===== config.mk =====
export PLATFORM = sky130hd
export DESIGN_NAME = minigame_sched
export DESIGN_NICKNAME = d
export VERILOG_FILES = /design/src/rtl/minigame_sched.sv
export SDC_FILE = /design/constraint.sdc
export NUM_CORES = 1
export LEC_CHECK = 0
export ABC_AREA = 1
export BUFFER_PORTS_ARGS = -buffer_cell sky130_fd_sc_hd__buf_2
export CAP_MARGIN = 15
export CORE_MARGIN = 1
export CORE_UTILIZATION = 60
export CTS_BUF_LIST = sky130_fd_sc_hd__clkbuf_4
export CTS_CLUSTER_DIAMETER = 150
export DETAILED_ROUTE_END_ITERATION = 8
export GPL_TIMING_DRIVEN = 0
export PLACE_DENSITY = 0.87
export SETUP_SLACK_MARGIN = 0.1
export SLEW_MARGIN = 20
export SYNTH_ARGS = -nofsm -noshare
export SYNTH_HDL_FRONTEND = slang
export SYNTH_SLANG_ARGS = --single-unit

===== constraint.sdc =====
create_clock -name MCLK -period 5.4 [get_ports MCLK]
set_input_delay 0.54 -clock MCLK [delete_from_list [all_inputs] [get_ports MCLK]]
set_output_delay 0.54 -clock MCLK [all_outputs]
set_load 0.03 [all_outputs]

===== src/rtl/minigame_sched.sv =====
// Session controller for the LED reaction minigame: launch on start edge, time in ticks,
// end on done/abort/timeout, keep win/loss stats and best time, arbitrate board LEDs.
module minigame_sched #(
   parameter int TICK_CYCLES     = 5_000_000,
   parameter int TIMEOUT_TICKS   = 200,
   parameter int COOLDOWN_CYCLES = 50_000_000
) (
   input  logic        MCLK,
   input  logic        RESET_N,
   input  logic        start_btn,
   input  logic        abort_btn,
   input  logic        game_done,
   input  logic [3:0]  game_score,
   input  logic [9:0]  game_led,
   input  logic [9:0]  clock_led,
   output logic        game_enable,
   output logic        game_rst,
   output logic [9:0]  led_out,
   output logic        busy,
   output logic [7:0]  win_count,
   output logic [7:0]  loss_count,
   output logic [3:0]  last_score,
   output logic [15:0] last_time,
   output logic [15:0] best_time
);

   localparam logic [2:0] S_IDLE     = 3'd0;
   localparam logic [2:0] S_LAUNCH   = 3'd1;
   localparam logic [2:0] S_RUN      = 3'd2;
   localparam logic [2:0] S_ABORT    = 3'd3;
   localparam logic [2:0] S_RESULT   = 3'd4;
   localparam logic [2:0] S_COOLDOWN = 3'd5;

   localparam int TW = (TICK_CYCLES > 1) ? $clog2(TICK_CYCLES) : 1;
   localparam int CW = (COOLDOWN_CYCLES > 1) ? $clog2(COOLDOWN_CYCLES) : 1;
   localparam logic [TW-1:0] TICK_LAST = TW'(TICK_CYCLES - 1);
   localparam logic [CW-1:0] COOL_LAST = CW'(COOLDOWN_CYCLES - 1);
   localparam logic [15:0]   TIMEOUT   = 16'(TIMEOUT_TICKS);

   logic [2:0]    state_q, state_d;
   logic          start_prev_q;
   logic [TW-1:0] tick_q, tick_d;
   logic [15:0]   elapsed_q, elapsed_d;
   logic [CW-1:0] cool_q, cool_d;
   logic          abort_cnt_q, abort_cnt_d;
   logic          win_q, win_d;
   logic [3:0]    score_q, score_d;
   logic          game_enable_q, game_enable_d;
   logic          game_rst_q, game_rst_d;
   logic [7:0]    win_count_q, win_count_d;
   logic [7:0]    loss_count_q, loss_count_d;
   logic [3:0]    last_score_q, last_score_d;
   logic [15:0]   last_time_q, last_time_d;
   logic [15:0]   best_time_q, best_time_d;
   logic          start_edge;

   assign start_edge = start_btn & ~start_prev_q;

   always_comb begin
      state_d      = state_q;
      tick_d       = tick_q;
      elapsed_d    = elapsed_q;
      cool_d       = cool_q;
      abort_cnt_d  = abort_cnt_q;
      win_d        = win_q;
      score_d      = score_q;
      win_count_d  = win_count_q;
      loss_count_d = loss_count_q;
      last_score_d = last_score_q;
      last_time_d  = last_time_q;
      best_time_d  = best_time_q;
      case (state_q)
         S_IDLE: begin
            tick_d    = '0;
            elapsed_d = '0;
            if (start_edge) state_d = S_LAUNCH;
         end
         S_LAUNCH: state_d = S_RUN;
         S_RUN: begin
            if (tick_q == TICK_LAST) begin
               tick_d = '0;
               if (elapsed_q != 16'hFFFF) elapsed_d = elapsed_q + 16'd1;
            end else begin
               tick_d = tick_q + TW'(1);
            end
            // done outranks abort, which outranks timeout
            if (game_done) begin
               state_d = S_RESULT;
               win_d   = 1'b1;
               score_d = game_score;
            end else if (abort_btn || (elapsed_q == TIMEOUT)) begin
               state_d     = S_ABORT;
               win_d       = 1'b0;
               score_d     = game_score;
               abort_cnt_d = 1'b0;
            end
         end
         S_ABORT: begin
            abort_cnt_d = 1'b1;
            if (abort_cnt_q) state_d = S_RESULT;
         end
         S_RESULT: begin
            last_time_d  = elapsed_q;
            last_score_d = score_q;
            if (win_q) begin
               if (win_count_q != 8'hFF) win_count_d = win_count_q + 8'd1;
               if (elapsed_q < best_time_q) best_time_d = elapsed_q;
            end else if (loss_count_q != 8'hFF) begin
               loss_count_d = loss_count_q + 8'd1;
            end
            cool_d  = '0;
            state_d = S_COOLDOWN;
         end
         S_COOLDOWN: begin
            if (cool_q == COOL_LAST) state_d = S_IDLE;
            else cool_d = cool_q + CW'(1);
         end
         default: state_d = S_IDLE;
      endcase
   end

   // Enable drops immediately on an abort exit but one cycle after a win exit.
   assign game_enable_d = (state_q == S_LAUNCH) || ((state_q == S_RUN) && (state_d != S_ABORT));
   assign game_rst_d    = (state_d == S_ABORT);

   always_ff @(posedge MCLK or negedge RESET_N) begin
      if (!RESET_N) begin
         state_q       <= S_IDLE;
         start_prev_q  <= 1'b0;
         tick_q        <= '0;
         elapsed_q     <= '0;
         cool_q        <= '0;
         abort_cnt_q   <= 1'b0;
         win_q         <= 1'b0;
         score_q       <= '0;
         game_enable_q <= 1'b0;
         game_rst_q    <= 1'b1;
         win_count_q   <= '0;
         loss_count_q  <= '0;
         last_score_q  <= '0;
         last_time_q   <= '0;
         best_time_q   <= 16'hFFFF;
      end else begin
         state_q       <= state_d;
         start_prev_q  <= start_btn;
         tick_q        <= tick_d;
         elapsed_q     <= elapsed_d;
         cool_q        <= cool_d;
         abort_cnt_q   <= abort_cnt_d;
         win_q         <= win_d;
         score_q       <= score_d;
         game_enable_q <= game_enable_d;
         game_rst_q    <= game_rst_d;
         win_count_q   <= win_count_d;
         loss_count_q  <= loss_count_d;
         last_score_q  <= last_score_d;
         last_time_q   <= last_time_d;
         best_time_q   <= best_time_d;
      end
   end

   assign game_enable = game_enable_q;
   assign game_rst    = game_rst_q;
   assign busy        = (state_q != S_IDLE);
   assign led_out     = ((state_q == S_LAUNCH) || (state_q == S_RUN) || (state_q == S_ABORT))
                        ? game_led : clock_led;
   assign win_count   = win_count_q;
   assign loss_count  = loss_count_q;
   assign last_score  = last_score_q;
   assign last_time   = last_time_q;
   assign best_time   = best_time_q;

endmodule


==> metrics.txt <==
RePlAce Congestion=0.971; distinct cell type count after synthesis=42; Clock Power Share=0.274; Yosys top cell area share=0.374; Slew @ Worst Pin=0.712 ns; initial DRC count=593; overall power=2.89 mW; Post-synth top cells=280 x nand2_1, 112 x dfrtp_1, 110 x nand3_1, 109 x inv_1, 84 x nor2_1; Max-Cap Viols=0; core area=12,100 µm²; Sequential Power Share=0.399; CP Data Arrival Time=2.18 ns; worst clock skew=0.0177 ns; Syn Inst Count=978; synthesized cell area=7490 µm²; Worst VDD drop=0.000299 V; fin nets=1,142; initial antenna violation count=0; Post-DRT Antenna Nets=0; largest net degree at the start of global routing=103; Comb pwr share=0.327; Period minus WS final=2.72 ns; CP Max Fanout=10; final hold vios=0; Req. time, crit path=4.86 ns; Die Ht=114 µm; Worst R2R Setup Slack=3.04 ns; post-synth net total=1,028; Die Area=12,900 µm²; top cells by area, synth=dfrtp_1 37%, nand2_1 14%, nand3_1 7.3%; Achievable Freq=368 MHz; Top Ports=94; synthesized area per cell=7.66 µm²; Max Slew Vio Count=0; Hold WC Path Type=in2reg; DRC violation count after routing=0; most common cell in the netlist=nand2_1; period utilization=0.504; pwr/cell area=338 nW/µm²; setup TNS after final layout=0 ns; H-tree Lvls=4; Async S/R FF share, synth=1.00; Setup crit start kind=flip-flop; run status=complete, no violations; DRT Wirelength=18,900 µm; n_diodes=0; Non-Filler Instances=1,273; P_leak=4.11 nW; FP Rows=40; drt pass-1 iters=5; most area-hungry cell type in the Yosys netlist=dfrtp_1; Via Count=6,937; CTS root buffer=clkbuf_4; vias in the first global route=6,576; layout cell share with drive strength beyond 1=0.182; post-synthesis sequential area ratio=0.434; Clock Latency Late Sink=0.54 ns; Reg clk slew, reported paths=0.12 ns; Initial Utilization=0.619; first-pass GRT wire length=31,200 µm; Synth warnings=0; CTS Sinks=129; CP Capture Type=output pin; Synth Flop Type=dfrtp_1; TritonCTS clock tree=yes; dpl hpwl=14,000 µm; Die X=114 µm; WS Path Type=reg2out; Psw=1.15 mW; Placed Cells=1,240; Buffers on Ports=93; internal power=1.74 mW; area of the multi-input gates=3660 µm²; sw frac=0.396; Inserted Clock Buffers=17; fillers=986; max_slew headroom=0.521; count of final setup violators=0; Avg Vias per Cell=5.45; PostCTS Resize Cnt=0; wire per inst=14.9 µm; Reg area=3250 µm²; clk buf depth=2; Congestion Overflow GR=0; unrepaired setup endpoints after global routing=no; area grow syn2layout=14.2%; #FFs+latches synth=129; EDFF count, synth=0; gr usage total=0.310
final timing paths:
path	start	to	cells past startpoint
min in group asynchronous	RESET_N	cool_q[25]	2
worst max register to register	best_time[15]	best_time[8]	9
worst max-delay path	state_q[1]	led_out[1]	5
worst min-delay path	start_btn	start_prev_q	1
max in group asynchronous	RESET_N	best_time[14]	3
worst min register to register	score_q[1]	last_score[1]	2
placed cells by master, fill, tap and decap left out, types with 17 or more instances in the layout:
| cell | synthesis | final |
|---|---|---|
| inv_1 | 109 | 109 |
| o21ai_0 | 53 | 53 |
| dfstp_2 | 17 | 17 |
| nand4_1 | 20 | 20 |
| xor2_1 | 33 | 33 |
| clkbuf_4 | 0 | 17 |
| dfrtp_1 | 112 | 112 |
| nor2_1 | 84 | 84 |
| nor3_1 | 31 | 31 |
| buf_2 | 12 | 104 |
| nand2_1 | 280 | 280 |
| nand3_1 | 110 | 110 |
| ha_1 | 21 | 21 |
stage by stage:
stage                      util  setup slack [ns]  instance area [µm²]  hold WS [ns]
after global routing      0.707              2.57                 8560        0.0990
after global placement    0.674              2.11                 8170         0.452
final                     0.707              2.68                 8560         0.131
after floorplan               -              3.40                 7490         0.244
after detailed placement  0.677              3.10                 8210         0.403
after CTS                 0.707              2.66                 8560        0.0942
power groups by stage:
stage | Combinational, mW | Sequential, mW | Clock, mW
finish | 0.945 | 1.15 | 0.792
global route | 1.02 | 1.16 | 0.840
CTS | 0.942 | 1.15 | 0.797
detailed placement | 0.935 | 1.17 | 0
global placement | 0.916 | 1.17 | 0
floorplan | 0.575 | 1.24 | 0
area by class of cell:
| cell class | count | share of cell area |
|---|---|---|
| multi-input cells | 709 | 0.427 |
| flip-flops and latches | 129 | 0.380 |
| repair buffers | 95 | 0.0599 |
| inverters | 117 | 0.0516 |
| clock inverters | 15 | 0.0251 |
| well taps | 168 | 0.0246 |
| plain buffers | 23 | 0.0168 |
| clock buffers | 17 | 0.0149 |
critical path, cell delays in order (launching register included):
cell,delay (ns)
dfrtp_1,0.48
nor2_1,0.16
inv_2,0.08
nand2_1,0.34
mux2_2,0.40
buf_2,0.18
state kept, by name (all words and copies together), names as in the netlist:
name and count:
cool_q 26, tick_q 23, best_time 16, elapsed_q 16, last_time 16, loss_count 8, win_count 8, last_score 4
score_q 4, state_q 3, abort_cnt_q 1, game_enable 1, game_rst 1, start_prev_q 1, win_q 1
layer usage:
| layer | part of all wire | track usage |
|---|---|---|
| met1 | 0.45 | 0.436 |
| met2 | 0.47 | 0.483 |
| met3 | 0.066 | 0.0643 |
| met4 | 0.016 | 0.0974 |
| met5 | 0 | 0 |
repair_timing:
action / 4_1_cts / 5_1_grt
hold endpoints to repair: 27 / 0
hold buffers: 1 / 0
buffers inserted: 0 / 0
cell families after synthesis:
logic type / share of synthesized area
compound gates: 0.0605
xor+xnor: 0.0526
fa+ha+maj: 0.0351
buf+inv: 0.0782
flops: 0.434
mux: 0.0165
simple gates: 0.323
(Power assumes the default switching activity.)
